$ cat config.mk
export PLATFORM = sky130hd
export DESIGN_NAME = io_response_collector
export DESIGN_NICKNAME = d
export VERILOG_FILES = /design/src/rtl/io_bus_pkg.sv /design/src/rtl/io_sel_priority.sv /design/src/rtl/io_response_collector.sv
export SDC_FILE = /design/constraint.sdc
export NUM_CORES = 1
export LEC_CHECK = 0
export CAP_MARGIN = 15
export CORE_MARGIN = 2
export CORE_UTILIZATION = 43
export DETAILED_ROUTE_END_ITERATION = 16
export GPL_TIMING_DRIVEN = 0
export PLACE_DENSITY = 0.83
export SKIP_LAST_GASP = 1
export SLEW_MARGIN = 5
export SYNTH_ARGS = -nofsm -noshare
export SYNTH_HDL_FRONTEND = slang
export SYNTH_SLANG_ARGS = --single-unit
$ cat constraint.sdc
create_clock -name clk -period 2.9 [get_ports clk]
set_clock_uncertainty 0.2 [all_clocks]
set_input_delay 0.58 -clock clk [delete_from_list [all_inputs] [get_ports clk]]
set_output_delay 0.58 -clock clk [all_outputs]
set_load 0.03 [all_outputs]
$ cat src/rtl/io_bus_pkg.sv
// -----------------------------------------------------------------------------
// io_bus_pkg
// Shared definitions for the CPU I/O bus return path. The I/O address decoder
// and io_response_collector both import this package so that dev_sel bit
// positions and the floating-bus read value agree on both sides.
//
// Contents:
//   io_state_e        - response collector FSM states (IDLE, WAIT, DONE)
//   IO_FLOAT_DATA     - read data returned when nobody drives the bus
//   IO_DEV_*          - dev_sel / dev_ack / dev_data slice indices
//   io_byte_addr()    - word address [15:1] to 16-bit byte I/O address
// -----------------------------------------------------------------------------
package io_bus_pkg;

  typedef enum logic [1:0] {
    IDLE = 2'd0,
    WAIT = 2'd1,
    DONE = 2'd2
  } io_state_e;

  // Undriven ISA-style data bus reads back as all ones.
  localparam logic [15:0] IO_FLOAT_DATA = 16'hFFFF;

  localparam int unsigned IO_NUM_DEV     = 16;

  // Select bit indices shared with the I/O address decoder.
  localparam int unsigned IO_DEV_PIC      = 0;
  localparam int unsigned IO_DEV_DMA      = 1;
  localparam int unsigned IO_DEV_DMA_PAGE = 2;
  localparam int unsigned IO_DEV_UART     = 3;
  localparam int unsigned IO_DEV_UART2    = 4;
  localparam int unsigned IO_DEV_MCGA     = 5;
  localparam int unsigned IO_DEV_CGA      = 6;
  localparam int unsigned IO_DEV_TIMER    = 7;
  localparam int unsigned IO_DEV_PPI      = 8;

  // I/O space is 64 KiB; the CPU presents word addresses, so rebuild the
  // even byte address for reporting.
  function automatic logic [15:0] io_byte_addr(input logic [15:1] word_addr);
    io_byte_addr = {word_addr, 1'b0};
  endfunction

endpackage

$ cat src/rtl/io_sel_priority.sv
// -----------------------------------------------------------------------------
// io_sel_priority
// Combinational priority picker for decoded peripheral selects. The decoder
// should only ever raise one select; if it raises several, the lowest index
// wins and multi_hit reports the overlap.
//
// Ports:
//   sel_in     in  NUM_DEV  raw select bits from the I/O decoder
//   sel_onehot out NUM_DEV  lowest-index set bit of sel_in (zero if none)
//   multi_hit  out 1        more than one bit of sel_in is set
// -----------------------------------------------------------------------------
module io_sel_priority #(
  parameter int unsigned NUM_DEV = 16
) (
  input  logic [NUM_DEV-1:0] sel_in,
  output logic [NUM_DEV-1:0] sel_onehot,
  output logic               multi_hit
);

  localparam logic [NUM_DEV-1:0] ONE  = {{(NUM_DEV-1){1'b0}}, 1'b1};
  localparam logic [NUM_DEV-1:0] ZERO = {NUM_DEV{1'b0}};

  logic [NUM_DEV-1:0] minus_one_s;

  // x & -x isolates the lowest set bit; x & (x-1) clears it, leaving any
  // further hits.
  always_comb begin
    minus_one_s = sel_in - ONE;
    sel_onehot  = sel_in & (~sel_in + ONE);
    multi_hit   = ((sel_in & minus_one_s) != ZERO);
  end

endmodule

$ cat src/rtl/io_response_collector.sv
// -----------------------------------------------------------------------------
// io_response_collector
// Return path for CPU I/O cycles. Accepts an I/O access, picks the selected
// peripheral, waits for that peripheral's ack (or terminates unclaimed and
// timed-out cycles itself), and hands the CPU one registered ack plus read
// data. Sticky flags record timeouts and overlapping decoder selects.
//
// Ports:
//   clk, reset_n          clock, asynchronous active-low reset
//   d_io                  current CPU cycle is an I/O cycle
//   data_m_access         CPU request, held until data_m_ack
//   data_m_wr_en          1 = write, 0 = read
//   data_m_addr[19:1]     CPU word address
//   dev_sel               decoder selects (combinational)
//   default_io_access     decoder found no claimant
//   dev_ack               per-peripheral single-cycle ack
//   dev_data              per-peripheral read data, slice i = [16i+15:16i]
//   err_clear             clears sticky flags
//   data_m_data_in        registered read data to CPU
//   data_m_ack            registered single-cycle ack to CPU
//   timeout_flag          sticky: a cycle was ended by timeout
//   timeout_addr          byte address of the first timed-out cycle
//   multi_sel_flag        sticky: overlapping dev_sel seen at acceptance
// -----------------------------------------------------------------------------
module io_response_collector
  import io_bus_pkg::*;
#(
  parameter int unsigned NUM_DEV        = IO_NUM_DEV,
  parameter int unsigned TIMEOUT_CYCLES = 64,
  parameter logic [15:0] FLOAT_DATA     = IO_FLOAT_DATA
) (
  input  logic                   clk,
  input  logic                   reset_n,
  input  logic                   d_io,
  input  logic                   data_m_access,
  input  logic                   data_m_wr_en,
  input  logic [19:1]            data_m_addr,
  input  logic [NUM_DEV-1:0]     dev_sel,
  input  logic                   default_io_access,
  input  logic [NUM_DEV-1:0]     dev_ack,
  input  logic [16*NUM_DEV-1:0]  dev_data,
  input  logic                   err_clear,
  output logic [15:0]            data_m_data_in,
  output logic                   data_m_ack,
  output logic                   timeout_flag,
  output logic [15:0]            timeout_addr,
  output logic                   multi_sel_flag
);

  localparam logic [15:0]        TMO_LAST  = 16'(TIMEOUT_CYCLES - 1);
  localparam logic [15:0]        CNT_MAX   = 16'hFFFF;
  localparam logic [NUM_DEV-1:0] SEL_NONE  = {NUM_DEV{1'b0}};

  io_state_e          state_q, state_d;
  logic [NUM_DEV-1:0] sel_q, sel_d;
  logic [15:0]        cnt_q, cnt_d;
  logic               wr_q, wr_d;
  logic [15:1]        addr_q, addr_d;
  logic [15:0]        data_q, data_d;
  logic               ack_q, ack_d;
  logic               tflag_q, tflag_d;
  logic [15:0]        taddr_q, taddr_d;
  logic               mflag_q, mflag_d;

  logic [NUM_DEV-1:0] first_sel_s;
  logic               multi_s;
  logic               accept_s;
  logic               default_hit_s;
  logic               same_ack_s;
  logic               wait_ack_s;
  logic               abort_s;

  // Read-data mux driven by a one-hot select.
  function automatic logic [15:0] pick_data(input logic [NUM_DEV-1:0]    sel,
                                            input logic [16*NUM_DEV-1:0] data);
    logic [15:0] r;
    r = 16'h0000;
    for (int i = 0; i < NUM_DEV; i++) begin
      if (sel[i]) begin
        r = r | data[16*i +: 16];
      end else begin
        r = r;
      end
    end
    return r;
  endfunction

  io_sel_priority #(
    .NUM_DEV (NUM_DEV)
  ) u_sel_priority (
    .sel_in     (dev_sel),
    .sel_onehot (first_sel_s),
    .multi_hit  (multi_s)
  );

  // Event decode shared by the next-state and datapath logic. The !ack_q
  // term keeps a held request from being accepted again during DONE.
  always_comb begin
    accept_s      = (state_q == IDLE) && d_io && data_m_access && !ack_q;
    default_hit_s = default_io_access || (dev_sel == SEL_NONE);
    same_ack_s    = ((dev_ack & first_sel_s) != SEL_NONE);
    wait_ack_s    = ((dev_ack & sel_q) != SEL_NONE);
    abort_s       = !(d_io && data_m_access);
  end

  // State register and all datapath/output flops.
  always_ff @(posedge clk or negedge reset_n) begin
    if (!reset_n) begin
      state_q <= IDLE;
      sel_q   <= SEL_NONE;
      cnt_q   <= 16'h0000;
      wr_q    <= 1'b0;
      addr_q  <= 15'h0000;
      data_q  <= 16'h0000;
      ack_q   <= 1'b0;
      tflag_q <= 1'b0;
      taddr_q <= 16'h0000;
      mflag_q <= 1'b0;
    end else begin
      state_q <= state_d;
      sel_q   <= sel_d;
      cnt_q   <= cnt_d;
      wr_q    <= wr_d;
      addr_q  <= addr_d;
      data_q  <= data_d;
      ack_q   <= ack_d;
      tflag_q <= tflag_d;
      taddr_q <= taddr_d;
      mflag_q <= mflag_d;
    end
  end

  // Next-state logic. In WAIT an abort beats a coincident ack so that a
  // withdrawn request is never acknowledged.
  always_comb begin
    state_d = state_q;
    case (state_q)
      IDLE: begin
        if (accept_s) begin
          if (default_hit_s || same_ack_s) begin
            state_d = DONE;
          end else begin
            state_d = WAIT;
          end
        end else begin
          state_d = IDLE;
        end
      end
      WAIT: begin
        if (abort_s) begin
          state_d = IDLE;
        end else if (wait_ack_s || (cnt_q == TMO_LAST)) begin
          state_d = DONE;
        end else begin
          state_d = WAIT;
        end
      end
      DONE:    state_d = IDLE;
      default: state_d = IDLE;
    endcase
  end

  // Datapath and registered outputs. The ack flop mirrors entry into DONE so
  // data_m_ack is high for exactly the DONE cycle. Flag sets are applied
  // after the err_clear default so a new error wins over a clear.
  always_comb begin
    sel_d   = sel_q;
    cnt_d   = cnt_q;
    wr_d    = wr_q;
    addr_d  = addr_q;
    data_d  = data_q;
    ack_d   = (state_d == DONE);
    tflag_d = tflag_q && !err_clear;
    taddr_d = taddr_q;
    mflag_d = mflag_q && !err_clear;
    case (state_q)
      IDLE: begin
        if (accept_s) begin
          sel_d  = first_sel_s;
          wr_d   = data_m_wr_en;
          addr_d = data_m_addr[15:1];
          if (multi_s) begin
            mflag_d = 1'b1;
          end else begin
            mflag_d = mflag_d;
          end
          if (default_hit_s) begin
            cnt_d  = 16'h0000;
            data_d = data_m_wr_en ? data_q : FLOAT_DATA;
          end else if (same_ack_s) begin
            cnt_d  = 16'h0000;
            data_d = data_m_wr_en ? data_q : pick_data(first_sel_s, dev_data);
          end else begin
            cnt_d  = 16'h0001;
          end
        end else begin
          cnt_d = 16'h0000;
        end
      end
      WAIT: begin
        if (abort_s) begin
          cnt_d = 16'h0000;
        end else if (wait_ack_s) begin
          cnt_d  = 16'h0000;
          data_d = wr_q ? data_q : pick_data(sel_q, dev_data);
        end else if (cnt_q == TMO_LAST) begin
          cnt_d   = 16'h0000;
          data_d  = wr_q ? data_q : FLOAT_DATA;
          tflag_d = 1'b1;
          // Only the first timeout since reset is recorded.
          if (!tflag_q) begin
            taddr_d = io_byte_addr(addr_q);
          end else begin
            taddr_d = taddr_q;
          end
        end else if (cnt_q != CNT_MAX) begin
          cnt_d = cnt_q + 16'h0001;
        end else begin
          cnt_d = cnt_q;
        end
      end
      DONE:    cnt_d = 16'h0000;
      default: cnt_d = 16'h0000;
    endcase
  end

  assign data_m_data_in = data_q;
  assign data_m_ack     = ack_q;
  assign timeout_flag   = tflag_q;
  assign timeout_addr   = taddr_q;
  assign multi_sel_flag = mflag_q;

endmodule

# == Yosys cells after proc, flatten, opt, wreduce, memory -nomap -nowiden ==
# Index checks and enable logic that the tools add are counted.
# word_totals
register_bits,84
elab_cells,251
# classes
n_addsub,3
eq_ne,13
mux,168
bitwise_logic,37
reduce_logical,20
# op_table
operator,n
16-bit two-way mux,152
16-bit bitwise OR,30
16-bit AND,4
16-bit case mux with 2 select lines,2
16-bit nonzero test,3
16-bit by 1-bit adder with 16-bit output (second input constant),2
3-bit inequality test (second input constant),6
16-bit by 6-bit == test with 1-bit output (second input constant),1
16-bit logical NOT,1
16-bit inequality test (second input constant),1
16-bit inverter,1
16-bit by 1-bit subtractor with 16-bit output (second input constant),1
1-bit two-way mux,9
9-bit AND reduction,1
2-bit two-way mux,4
1-bit logical AND,6
5-bit inequality test (second input constant),1
5-bit AND reduction,1
2-bit inequality test (second input constant),2
2-bit case mux with 2 select lines,1
1-bit logical OR,3
2-bit by 1-bit == test with 1-bit output (second input constant),1
2-bit == test (second input constant),1
1-bit logical NOT,2
other kinds (4),5

# == Longest topological paths before layout ==
# logic_depth
depth_word,100
ltp_mapped,9

# == By module ==
# A second synthesis with hierarchy kept.
# unflattened
hier_cells,763
hier_area_um2,7063.0
# modules_own_cells
module,instances,cells_each,area_per_inst_um2,seq_area_each_um2
io_response_collector,1,709,6703.9,2102.0
io_sel_priority,1,54,359.1,0.0

# == Least setup slack after synthesis ==
# OpenSTA, ideal clock, no wires.
# synth_timing
kind,input -> register
from,in dev_sel[2]
to,reg data_q[10] (netlist: data_m_data_in[10])
t_arrival_ps,2333
required_ps,2575
path_slack_ps,242
cell_stages,8
path_cell_list,buf_2 > nor2b_1 > a221o_1 > a211oi_1 > nand4_1 > o21ai_4 > buf_6 > mux2_4
# synth_between
elab_chain_len,87
# synth_rtl
element,line,source
from (decl),io_response_collector.sv:38,"input logic [NUM_DEV-1:0] dev_sel,"
16-bit inverter,io_sel_priority.sv:29,sel_onehot = sel_in & (~sel_in + ONE);
16-bit by 1-bit adder with 16-bit output,io_sel_priority.sv:29,
16-bit AND,io_sel_priority.sv:29,
16-bit two-way mux,io_response_collector.sv:79,if (sel[i]) begin
16-bit two-way mux,io_response_collector.sv:190,end else if (same_ack_s) begin
16-bit two-way mux,io_response_collector.sv:187,if (default_hit_s) begin
16-bit two-way mux,io_response_collector.sv:178,if (accept_s) begin
16-bit two-way mux,io_response_collector.sv:176,case (state_q)
[71 not listed],n/a,
16-bit two-way mux,io_response_collector.sv:176,
16-bit bitwise OR,io_response_collector.sv:80,r = r | data[16*i +: 16];
16-bit two-way mux,io_response_collector.sv:79,
16-bit two-way mux,io_response_collector.sv:192,"data_d = data_m_wr_en ? data_q : pick_data(first_sel_s, dev_data);"
16-bit two-way mux,io_response_collector.sv:190,
16-bit two-way mux,io_response_collector.sv:187,
16-bit two-way mux,io_response_collector.sv:178,
16-bit case mux with 2 select lines,io_response_collector.sv:176,
to (signal assigned),io_response_collector.sv:125,data_q <= data_d;
to (decl),io_response_collector.sv:59,"logic [15:0] data_q, data_d;"
# Parallel ways exist; a longest one is shown, timed or not. The select of a mux whose other input is x is not followed.
# A chain may end at the register's enable or synchronous reset.

# == Final worst setup path ==
# layout_timing
from,reg sel_q[8]
to,reg data_q[0] (netlist: data_m_data_in[0])
# layout_between
elab_chain_len,40
# layout_rtl
element,line,source
from (decl),io_response_collector.sv:55,"logic [NUM_DEV-1:0] sel_q, sel_d;"
from (signal assigned),io_response_collector.sv:121,sel_q <= sel_d;
16-bit two-way mux,io_response_collector.sv:79,
16-bit two-way mux,io_response_collector.sv:203,end else if (wait_ack_s) begin
16-bit two-way mux,io_response_collector.sv:201,if (abort_s) begin
16-bit two-way mux,io_response_collector.sv:176,
16-bit bitwise OR,io_response_collector.sv:80,
16-bit two-way mux,io_response_collector.sv:79,
16-bit two-way mux,io_response_collector.sv:203,
16-bit two-way mux,io_response_collector.sv:201,
[24 not listed],n/a,
16-bit two-way mux,io_response_collector.sv:201,
16-bit two-way mux,io_response_collector.sv:176,
16-bit bitwise OR,io_response_collector.sv:80,
16-bit two-way mux,io_response_collector.sv:79,
16-bit two-way mux,io_response_collector.sv:205,"data_d = wr_q ? data_q : pick_data(sel_q, dev_data);"
16-bit two-way mux,io_response_collector.sv:203,
16-bit two-way mux,io_response_collector.sv:201,
16-bit case mux with 2 select lines,io_response_collector.sv:176,
# Parallel ways exist; a longest one is shown, timed or not. The select of a mux whose other input is x is not followed.

==> metrics <==
Setup WS post-layout=-95.4 ps; global route total overflow=0; number of global-route vias before repair=10400; core area=0.0171 sq mm; Clk pin slew, worst setup/hold paths=90 ps; clock tree buffer depth=2; worst slack at placement=-1070 ps; Post-DRT Antenna Nets=0; top cells by area, synth=dfrtp_1 28%, a22oi_1 12%, a221oi_1 7.8%; Die Ht=135 microns; Area Growth Syn to Fin=59.2%; Total GRT Usage=0.499; ys flop type=dfrtp_1; final setup violating endpoints=9; drt total wl=47600 microns; family with the most delay on the worst path=buffers and inverters; post-synth net total=1222; Worst-Margin Slew=1050 ps; Post-synth EDFFs=0; yosys warns=0; sequential area share after synthesis=0.283; Avg Inst Size Synth=8.18 sq um; Final Cycle Share=1.03; Pwr Total=4490 uW; largest net degree at the start of global routing=63; area leader, netlist=dfrtp_1; run status=finished, violations left; Critical Path RT=2940 ps; DR vias/cell=7.27; WS Path Type=reg -> reg; Hold Fails Final Rpt=0; die area=0.0183 sq mm; relative slew slack=0.299; routed len/inst=31.8 microns; Post-Synthesis Cell Area=0.00742 sq mm; crit path time final=3000 ps; Initial DRC Count=2060; critical path depth=7; crit start category=register; drt first pass iters=12; drt drc=0; Hold WC Path Type=reg -> reg; pins over their slew limit=0; row cnt=48; Worst path slowest cell=clkbuf_1; unrepaired setup endpoints after global routing=false; CTS root buffer=clkbuf_16; library cells used by synthesis=66; CTS Sinks=84; TritonCTS clock tree=yes; share of layout cells above drive strength 1=0.109; initial core utilization=0.435; I/O Buffers=338; f_max=334 MHz; WL met1=16100 microns; endpoint class of the critical path=register; DR WL met3=7690 microns; max-cap viol count=0; failing checks=setup timing; Leakage=0.00457 uW; R2R cell count=7; post-synthesis register bit count=84; antenna violations before repair=7; Post-Synthesis Cells=907; Worst path max stage delay=650 ps; Vias=10900; Cell Chain, Critical Path=clkbuf_1 > a221oi_1 > and4_2 > clkbuf_4 > nor2_4 > a22oi_1 > mux2_2; commonest non-fill, non-tap cell in the layout=clkdlybuf4s50_1; Synth async-reset ratio=1.00; Critical path buffers and inverters=2; global-route wire length before repair=66000 microns; TritonCTS Buffers=9; power per cell area=380 mW/mm^2; Max Fanout on Critical Path=10; max layer used=met5; most frequent cells in the layout=328 x clkdlybuf4s50_1, 119 x nand2_1, 117 x a22oi_1; routability cong.=1.07; clk_lat worst skew=370 ps; die width=135 microns; DPL Wire Length=34300 microns; peak supply drop=0.316 mV; CP arrival=3040 ps; Yosys top cell area share=0.283; hold depth=2; Top-Level Pins=349; met2 WL=19200 microns; number of H-tree levels=3; Nets=1577
==> registers in the layout (all words and copies together) (netlist names) <==
register / flops
cnt_q: 16
data_m_data_in: 16
sel_q: 16
addr_q: 15
timeout_addr: 15
state_q: 2
data_m_ack: 1
multi_sel_flag: 1
timeout_flag: 1
wr_q: 1
==> worst reg2reg max path: stages (launching register included) <==
cell and delay [ps]:
dfrtp_1 340, clkbuf_1 650, a221oi_1 240, and4_2 310
clkbuf_4 260, nor2_4 400, a22oi_1 180, mux2_2 290
==> repair_timing <==
action | 4_1_cts | 5_1_grt
hold endpoints to repair | 22 | 0
resized for setup | 50 | 48
buffers inserted | 7 | 4
hold buffers | 1 | 0
cloned | 0 | 1
pin swaps | 5 | 8
endpoints found under the setup margin | 19 | 26
==> Yosys cell counts (15+ instances only) <==
cell type and count:
nand2_1 119, a22oi_1 118, dfrtp_1 84, a221oi_1 66, clkbuf_1 58, a22o_1 52
nor2_1 47, a21oi_1 36, nand3_1 25, nand4_1 22, o21ai_0 20, mux2_2 19
nor2b_1 19, buf_2 17, inv_1 15
==> area by class of cell <==
cell class	count	area (sq um)
plain buffers	80	408
clock buffers	9	225
flip-flops and latches	84	2100
inverters	15	56.3
multi-input cells	719	5090
repair buffers	353	3560
fillers	1347	5240
clock inverters	7	76.3
well taps	225	282
diodes	5	12.5
==> metrics by stage <==
stage / hold slack (ps) / util / std cells / setup TNS [ps] / area [sq um]
CTS: 277 / 0.681 / 1489 / 0 / 11600
finish: 274 / 0.693 / 1497 / -552 / 11800
global placement: 253 / 0.650 / 1470 / -206740 / 11100
global route: 297 / 0.693 / 1497 / 0 / 11800
floorplan: 84.4 / - / 907 / 0 / 7420
detailed placement: 261 / 0.652 / 1472 / -21820 / 11100
==> report_power, final <==
group	total, uW	internal (uW)	switching [uW]
Sequential	1420	1310	110
Clock	1230	615	618
Combinational	1830	879	956
Total	4490	2800	1680
==> path summary, 6_finish.rpt <==
kind | from | endpoint | slack [ps]
max | sel_q[8] | data_m_data_in[0] | -100
min | addr_q[14] | addr_q[14] | 270
max reg2reg | sel_q[8] | data_m_data_in[0] | -100
min reg2reg | addr_q[14] | addr_q[14] | 270
max in group asynchronous | reset_n | timeout_addr[10] | 1380
min in group asynchronous | reset_n | cnt_q[2] | 490
==> per-layer routing <==
metal,vias to the layer above,GRT usage
met4,4,0.350
met5,-,0
met3,389,0.182
met2,1254,0.721
li1,4330,-
met1,4910,0.614
==> logic make-up after synthesis <==
group | synth area share
DFF | 0.283
adders and majority gates | 0.00573
xor gates and xnor gates | 0.0142
buffers and inverters | 0.0570
other | 0.000505
AOI/OAI and AO/OA | 0.376
and+or+nand+nor | 0.209
muxes | 0.0541
(Power assumes the default switching activity.)
